`src/rtl/pipe_stage_reg.sv`:
```
// Parametrised pipeline stage register with valid/ready handshake, synchronous flush and optional skid entry.
// Define PIPE_STAGE_CLEAR_EN to zero data registers whenever their entry goes invalid.
module pipe_stage_reg #(
  parameter int unsigned WIDTH = 71,
  parameter int unsigned SKID  = 1
) (
  input  logic             clk,
  input  logic             reset,
  input  logic             flush,
  input  logic             in_valid,
  output logic             in_ready,
  input  logic [WIDTH-1:0] in_data,
  output logic             out_valid,
  input  logic             out_ready,
  output logic [WIDTH-1:0] out_data,
  output logic [1:0]       count
);

`ifdef PIPE_STAGE_CLEAR_EN
  localparam bit ClearEn = 1'b1;
`else
  localparam bit ClearEn = 1'b0;
`endif
  localparam bit SkidEn = (SKID != 0);

  typedef enum logic [1:0] {
    ST_EMPTY = 2'd0,
    ST_BUSY  = 2'd1,
    ST_FULL  = 2'd2
  } state_e;

  state_e           state_q, state_d;
  logic [WIDTH-1:0] main_data_q, main_data_d;
  logic [WIDTH-1:0] skid_data_q, skid_data_d;
  logic [1:0]       count_q, count_d;
  logic             main_v, skid_v, acc, pop;

  assign main_v = (state_q != ST_EMPTY);
  assign skid_v = (state_q == ST_FULL);

  // Skid mode decouples in_ready from out_ready; single-entry mode passes it through.
  always_comb begin
    in_ready = 1'b0;
    if (SkidEn) begin
      in_ready = ~skid_v & ~flush & reset;
    end else begin
      in_ready = (~main_v | out_ready) & ~flush & reset;
    end
  end

  assign acc = in_valid & in_ready;
  assign pop = main_v & out_ready;

  always_comb begin
    state_d     = state_q;
    main_data_d = main_data_q;
    skid_data_d = skid_data_q;
    if (flush) begin
      state_d = ST_EMPTY;
      if (ClearEn) begin
        main_data_d = WIDTH'(0);
        skid_data_d = WIDTH'(0);
      end
    end else begin
      case (state_q)
        ST_EMPTY: begin
          if (acc) begin
            main_data_d = in_data;
            state_d     = ST_BUSY;
          end
        end
        ST_BUSY: begin
          if (acc && pop) begin
            main_data_d = in_data;
          end else if (acc && SkidEn) begin
            skid_data_d = in_data;
            state_d     = ST_FULL;
          end else if (pop) begin
            state_d = ST_EMPTY;
            if (ClearEn) main_data_d = WIDTH'(0);
          end
        end
        ST_FULL: begin
          if (pop) begin
            main_data_d = skid_data_q;
            state_d     = ST_BUSY;
            if (ClearEn) skid_data_d = WIDTH'(0);
          end
        end
        default: state_d = ST_EMPTY;
      endcase
    end
  end

  // Occupancy tracks the next state so it updates on the same edge as the valid bits.
  always_comb begin
    count_d = 2'd0;
    case (state_d)
      ST_BUSY: count_d = 2'd1;
      ST_FULL: count_d = 2'd2;
      default: count_d = 2'd0;
    endcase
  end

  always_ff @(posedge clk or negedge reset) begin
    if (!reset) begin
      state_q     <= ST_EMPTY;
      main_data_q <= WIDTH'(0);
      skid_data_q <= WIDTH'(0);
      count_q     <= 2'd0;
    end else begin
      state_q     <= state_d;
      main_data_q <= main_data_d;
      skid_data_q <= skid_data_d;
      count_q     <= count_d;
    end
  end

  assign out_valid = main_v;
  assign out_data  = main_data_q;
  assign count     = count_q;

endmodule

```
`config.mk`:
```
export PLATFORM = sky130hd
export DESIGN_NAME = pipe_stage_reg
export DESIGN_NICKNAME = d
export VERILOG_FILES = /design/src/rtl/pipe_stage_reg.sv
export SDC_FILE = /design/constraint.sdc
export NUM_CORES = 1
export LEC_CHECK = 0
export CAP_MARGIN = 0
export CORE_MARGIN = 1.5
export CORE_UTILIZATION = 50
export CTS_BUF_LIST = sky130_fd_sc_hd__clkbuf_16
export DETAILED_ROUTE_END_ITERATION = 7
export PLACE_DENSITY = 0.81
export REMOVE_ABC_BUFFERS = 1
export SLEW_MARGIN = 40
export SYNTH_ARGS = -nofsm -noshare
export SYNTH_HDL_FRONTEND = slang
export SYNTH_SLANG_ARGS = --single-unit
```
`constraint.sdc`:
```
create_clock -name clk -period 2.1 [get_ports clk]
set_clock_uncertainty 0.1 [all_clocks]
set_input_delay 0.42 -clock clk [delete_from_list [all_inputs] [get_ports clk]]
set_output_delay 0.42 -clock clk [all_outputs]
set_load 0.05 [all_outputs]
```
# Yosys cells after proc, flatten, opt, wreduce, memory -nomap -nowiden
# Index checks and enable logic that the tools add are counted.
totals:
  ff_bits: 146
  wordCells: 36
op_classes:
  n_eq_ne: 7
  mux: 12
  n_bitwise: 7
  reduce_logical: 6
op_table:
  columns: ["operator", "n"]
  rows:
  - ["$mux W71", 3]
  - ["$pmux W71 S3", 1]
  - ["$mux W2", 6]
  - ["$pmux W2 S3", 1]
  - ["$reduce_and A5 Y1", 1]
  - ["$and A1 B1 Y1", 4]
  - ["$eq A2 B1 Y1 const B", 2]
  - ["$eq A2 B2 Y1 const B", 2]
  - ["$ne A2 B2 Y1 const B", 2]
  - ["$pmux W2 S2", 1]
  - ["$reduce_and A4 Y1", 1]
  - ["$not A1 Y1", 3]
  - ["$reduce_bool A3 Y1", 1]
  - ["$logic_not A2 Y1", 1]
  - ["$ne A2 B1 Y1 const B", 1]
  - ["$reduce_bool A2 Y1", 1]
  - ["$logic_and A1 B1 Y1", 1]

# Depth between registers and ports, before layout
# Gate-level depths: netlist (run 1).
logic_depth:
  ltp_word: 11
  depth_mapped: 6

# Least setup slack after synthesis (run 1)
# No wires, ideal clock.
synth_path:
  path_type: "register to output"
  start: "reg state_q[1]"
  end: "out in_ready"
  arrival_ps: 2166
  required_ps: 1580
  setup_slack_ps: -586
  path_stages_with_launch: 6
  path_cell_list: "dfrtp_1 > buf_4 > nor2b_1 > buf_2 > buf_2 > nor3b_1"
synth_between:
  elab_chain_cells: 4
synth_lines:
  columns: ["item", "line_no", "rtl"]
  rows:
  - ["start, declared", "32", "state_e state_q, state_d;"]
  - ["start signal, assigned", "112", "state_q <= state_d;"]
  - ["$eq A2 B2 Y1", "39", "assign skid_v = (state_q == ST_FULL);"]
  - ["$not A1 Y1", "45", "in_ready = ~skid_v & ~flush & reset;"]
  - ["$and A1 B1 Y1 (2 in series)", "45", null]
  - ["end, declared", "11", "output logic in_ready,"]
# No other way between the ends.

# Worst setup path after layout (run 1)
layout_path:
  start: "in reset"
  end: "out in_ready"
layout_between:
  elab_chain_cells: 1
layout_lines:
  columns: ["item", "line_no", "rtl"]
  rows:
  - ["start, declared", "8", "input logic reset,"]
  - ["$and A1 B1 Y1", "45", null]
# No other way between the ends.

==> results of run 1 <==
report_power, final:
part / total [mW] / internal (mW) / switching, mW
combinational: 2.20 / 0.780 / 1.42
clock: 2.80 / 1.71 / 1.09
sequential: 3.62 / 3.34 / 0.286
total: 8.63 / 5.83 / 2.80
cell usage after synthesis, drive strengths merged:
master     n
a221oi     2
and4bb     1
buf       25
clkbuf     6
dfrtp    146
mux2      71
mux2i     72
nand2     74
nand2b     1
nand4bb    1
nor2       2
nor2b      2
nor3b      1
o21a       1
o21ai     71
o22a       1
o41a       1
or2        1
state kept, by name (all words and copies together), names as in the netlist:
register	flops
skid_data_q	71
out_data	71
count	2
state_q	2
worst min-delay path, cell delays in order (launching register included):
cell and delay, ns:
dfrtp_1 0.33, nand2_1 0.06, o21ai_2 0.05
logic make-up (layout without fill, tap and decap cells):
logic type             Yosys count  in the layout
flip-flops                     146            146
AO/OA/AOI/OAI                   76             76
buffers and inverters           31            199
AND/OR/NAND/NOR                 83             83
multiplexers                   143            143
final cells by class:
class                      count  area [µm²]  area share
clock buffer                  17         425      0.0502
clock inverter                15         125      0.0148
sequential                   146        3650       0.431
tap                          168         210      0.0248
timing repair buffer         167        1730       0.204
multi-input combinational    302        2330       0.275
per-layer routing:
metal,vias to the layer above,wire [µm],track usage
met5,-,0,0
met1,2092,5510,0.264
met2,131,6890,0.371
li1,1987,-,-
met3,24,732,0.0593
met4,0,256,0.0842
per-stage QoR:
step | area, µm² | utilization | TNS [ns] | hold WS [ns] | power [mW]
6_report | 8480 | 0.703 | 0 | 0.370 | 8.63
5_1_grt | 8480 | 0.703 | -0.000145 | 0.399 | 9.01
4_1_cts | 8400 | 0.696 | 0 | 0.108 | 8.71
3_5_place_dp | 7900 | 0.655 | -5.11 | 0.139 | 6.01
3_3_place_gp | 7900 | 0.655 | -2.85 | 0.138 | 5.92
2_1_floorplan | 5970 | - | -276.63 | 0.0244 | 5.05
how the worst max path moves through the flow:
stage	start	end	slack (ns)	cells after the start
after floorplan	state_q[1]$_DFF_PN0_	in_ready	-4.87	2
after global placement	flush	skid_data_q[26]$_DFFE_PN0P_	-0.05	5
after detailed placement	flush	skid_data_q[59]$_DFFE_PN0P_	-0.08	5
after CTS	out_data[47]$_DFFE_PN0P_	out_data[47]	0.001	1
after global routing	reset	in_ready	-0.0001	5
final	reset	in_ready	0.02	5
repair_timing:
item | CTS | global route
endpoints found under the setup margin | 53 | 17
pin swaps | 0 | 0
hold endpoints to repair | 6 | 37
hold buffers | 1 | 1
resized for setup | 53 | 17
==> reports/metrics.cfg, run 1 <==
[outcome]
status = complete, no violations

[pwr]
vdd_drop_max_uv = 669
leakage_nw = 4.06
power_density_nw_per_um2 = 1020

[yosys]
yosysTopAreaCellShare = 0.590
netlist_instances = 479
yosysTopAreaCell = dfrtp_1
yosys.area_share.simple = 0.0568
synth_compound_area_frac = 0.0717
synthDistinctLibCells = 24
syn_area_um2 = 6190
syn_area_per_cell_um2 = 12.9
synthAdderAreaFrac = 0
ys_seq_area_frac = 0.590
synth.area.top_cells = dfrtp_1, mux2i_1, mux2_2
synth-xor-area-share = 0
synthMuxAreaShare = 0.245
yosysWarnings = 0
synth-seq-cells = 146
synth_top_family_by_area = multiplexers

[sta]
timing.final.ws_setup_ns = 0.0232
fmax_mhz = 482
drv_slew = 0
worstMarginPinSlew_ns = 0.519
relSlewSlack = 0.654
finalSetupViolations = 0
min_period_ns = 2.08
finalHoldViolations = 0
period_share = 0.989

[floorplanning]
chipHeight_um = 114
dieArea_um2 = 13100
rows = 40
start_util = 0.513
core_um2 = 12100
io_pins = 151
dieWidth_um = 114

[setup_path]
cpPeakStageDelay_ns = 0.56
cp-start-kind = input pin
r2r_cells = 5
worstPathCellList = dlygate4sd3_1, buf_6, nor3b_2, buf_4, buf_12
crit_family = buffers and inverters
worstPathArrival_ns = 1.56
cp_num_buf_inv = 4
r2r_end = out_data[36]$_DFFE_PN0P_
reg2reg_slack_ns = 0.35
regToRegStartpoint = state_q[0]$_DFF_PN0_
crit_type = input pin to output pin
crit_slowest_cell = dlygate4sd3_1
crit_fanout = 5
required_ns = 1.58
critPathCaptureType = output pin

[cts]
clk_pin_slew_ns = 0.06
clk_latency_ns = 0.41
root_buffer = clkbuf_16
cts_tree = yes
post_cts_buffers = 0
cts_buffer_depth = 2
htreeDepth = 4
cts_buffers = 17
clock-sinks = 146

[cells_and_area]
final_common_cell = dfrtp_1
n_antenna_cell = 0
nets = 710
stdcell_count = 815
fillerInstances = 864
final_cell_mix = dfrtp_1, clkdlybuf4s50_1, nand2_1
drive_gt1_frac = 0.202
area_growth_pct = 36.9

[worst_hold_path]
min_path_cells = 2
holdPathEnd = out_data[22]$_DFFE_PN0P_
hold_start = out_data[22]$_DFFE_PN0P_
hp-class = flip-flop to flip-flop

[route]
drcViolationCount = 0
drtAntennaViolNets = 0
first_pass_iters = 4
postRouteWirelength_mm = 13.4
routedWlPerCell_um = 16.4
drtIter0Drc = 262
routed_via_density = 5.20
vias = 4234

[place]
numPlacedInstances = 780
hpwl_mm = 8.69
gp_congestion = 0.773
port_buffers = 150
preCtsSetupSlack_ns = -0.0803

[grt]
grt_pass1_vias = 4429
antenna_found_initial = 0
grt_pass1_wl_mm = 21.7
grt_overflow = 0
track_usage = 0.217
grt_max_degree = 141

[run]
timing.max_cap.violations = 0

Power figures use the tool's default switching activity.
==> run 2, diff against run 1 <==
==> constraint.sdc (replaced) <==
create_clock -name clk -period 2.1 [get_ports clk]
set_clock_uncertainty 0.1 [all_clocks]
set_input_delay 0.42 -clock clk [delete_from_list [all_inputs] [get_ports clk]]
set_output_delay 0.42 -clock clk [all_outputs]
set_load 0.005 [all_outputs]
==> reports/metrics.cfg, run 2 (synthesis gave the netlist of run 1 again) <==
[outcome]
status = finished with violations
violations = negative hold slack

[sta]
worstMarginPinSlew_ns = 0.737
min_period_ns = 1.98
finalHoldViolations = 10
finalSetupViolations = 0
whs_ns = -0.0508
period_share = 0.944
relSlewSlack = 0.509
setup_tns_ns = 0
rsz0062_at_grt = false
fmax_mhz = 505
drv_slew = 0
timing.final.ws_setup_ns = 0.118

[place]
gp_congestion = 0.718
numPlacedInstances = 780
hpwl_mm = 8.56
port_buffers = 150
placed_area_um2 = 7880
preCtsSetupSlack_ns = -0.135

[floorplanning]
dieWidth_um = 114
io_pins = 151
dieArea_um2 = 13100
rows = 40
core_um2 = 12100
start_util = 0.513
chipHeight_um = 114

[cells_and_area]
nets = 710
area_growth_pct = 37.0
n_antenna_cell = 0
seq_area_um2 = 3650
fillerInstances = 905
drive_gt1_frac = 0.195
stdcell_count = 815
final_cell_mix = clkdlybuf4s50_1, dfrtp_1, nand2_1
final_util = 0.703
fin_area_um2 = 8480
final_common_cell = clkdlybuf4s50_1
multiInputGateArea_um2 = 2330

[setup_path]
r2r_end = out_data[49]$_DFFE_PN0P_
critPathCaptureType = output pin
crit_fanout = 3
worstPathArrival_ns = 1.46
crit_type = flip-flop to output pin
regToRegStartpoint = state_q[1]$_DFF_PN0_
reg2reg_slack_ns = 0.21
required_ns = 1.58
startpoint = state_q[1]$_DFF_PN0_
r2r_cells = 6
cp-start-kind = flip-flop

[route]
routedWlPerCell_um = 16.2
drcViolationCount = 0
met2_length_mm = 6.86
wl_met3_um = 726
top_layer_used = met4
drtIter0Drc = 161
first_pass_iters = 5
vias = 4208
postRouteWirelength_mm = 13.2
routed_via_density = 5.16
drt-met1-wl_mm = 5.47
drtAntennaViolNets = 0

[pwr]
power_density_nw_per_um2 = 942
finalPower_mw = 7.99
p_seq_frac = 0.454
power.switching_mw = 1.91
vdd_drop_max_uv = 578
p_comb_frac = 0.177
pwr-share-clk = 0.370
p_int_mw = 6.08
leakage_nw = 3.73
swShare = 0.239

[cts]
clk_pin_slew_ns = 0.06
clk_latency_ns = 0.42
clock-sinks = 146
cts_buffer_depth = 2
cts_buffers = 17
htreeDepth = 4
cts_tree = yes
root_buffer = clkbuf_16

[grt]
grt_pass1_wl_mm = 22.1
antenna_found_initial = 0
grt_pass1_vias = 4534
grt_max_degree = 131
grt_overflow = 0
track_usage = 0.221

[run]
timing.max_cap.violations = 0

[worst_hold_path]
hp-class = input pin to async pin

-- run 2: cell count changes in the layout (fill, tap and decap cells not counted), moves of 2 or more --
| cell | change |
|---|---|
| clkinvlp_4 | +2 |
| dlymetal6s2s_1 | -15 |
| clkinv_2 | -3 |
| dlygate4sd2_1 | -51 |
| clkdlybuf4s50_1 | +71 |
| buf_12 | -3 |
-- run 2: area by class of cell --
class	instances	share of cell area
flip-flops and latches	146	0.431
well taps	168	0.0248
clock buffers	17	0.0501
clock inverters	15	0.0177
repair buffers	167	0.201
multi-input cells	302	0.275
-- run 2: power groups by stage --
stage	registers (mW)	logic, mW	clock network [mW]
after detailed placement	3.67	1.42	0
after floorplan	3.62	0.526	0
after CTS	3.63	1.44	3.02
final	3.63	1.41	2.96
after global routing	3.68	1.56	3.14
after global placement	3.64	1.36	0
-- run 2: worst max-delay path by stage --
stage	endpoint	cells after the start	slack, ns
after floorplan	out_data[22]$_DFFE_PN0P_	3	-3.79
after global placement	in_ready	3	-0.06
after detailed placement	in_ready	3	-0.14
after CTS	out_valid	2	0.03
after global routing	in_ready	4	0.04
final	in_ready	4	0.12
-- run 2: per-layer routing --
metal	vias to the layer above	GRT usage
met2	117	0.382
met4	0	0.0792
met5	-	0
met3	17	0.0619
li1	1977	-
met1	2097	0.264
-- run 2: worst max-delay path: stages, from the launching register on --
cell	delay (ns)
dfrtp_1	0.37
buf_4	0.14
nor2b_4	0.13
nor3b_2	0.16
dlygate4sd2_1	0.25
-- run 2: repair_timing --
item                                    4_1_cts  5_1_grt
endpoints found under the setup margin        2        1
hold buffers                                  1        0
buffers inserted                              2        0
cloned                                        0        0
hold endpoints to repair                     16        0
gates resized for setup                       3        1
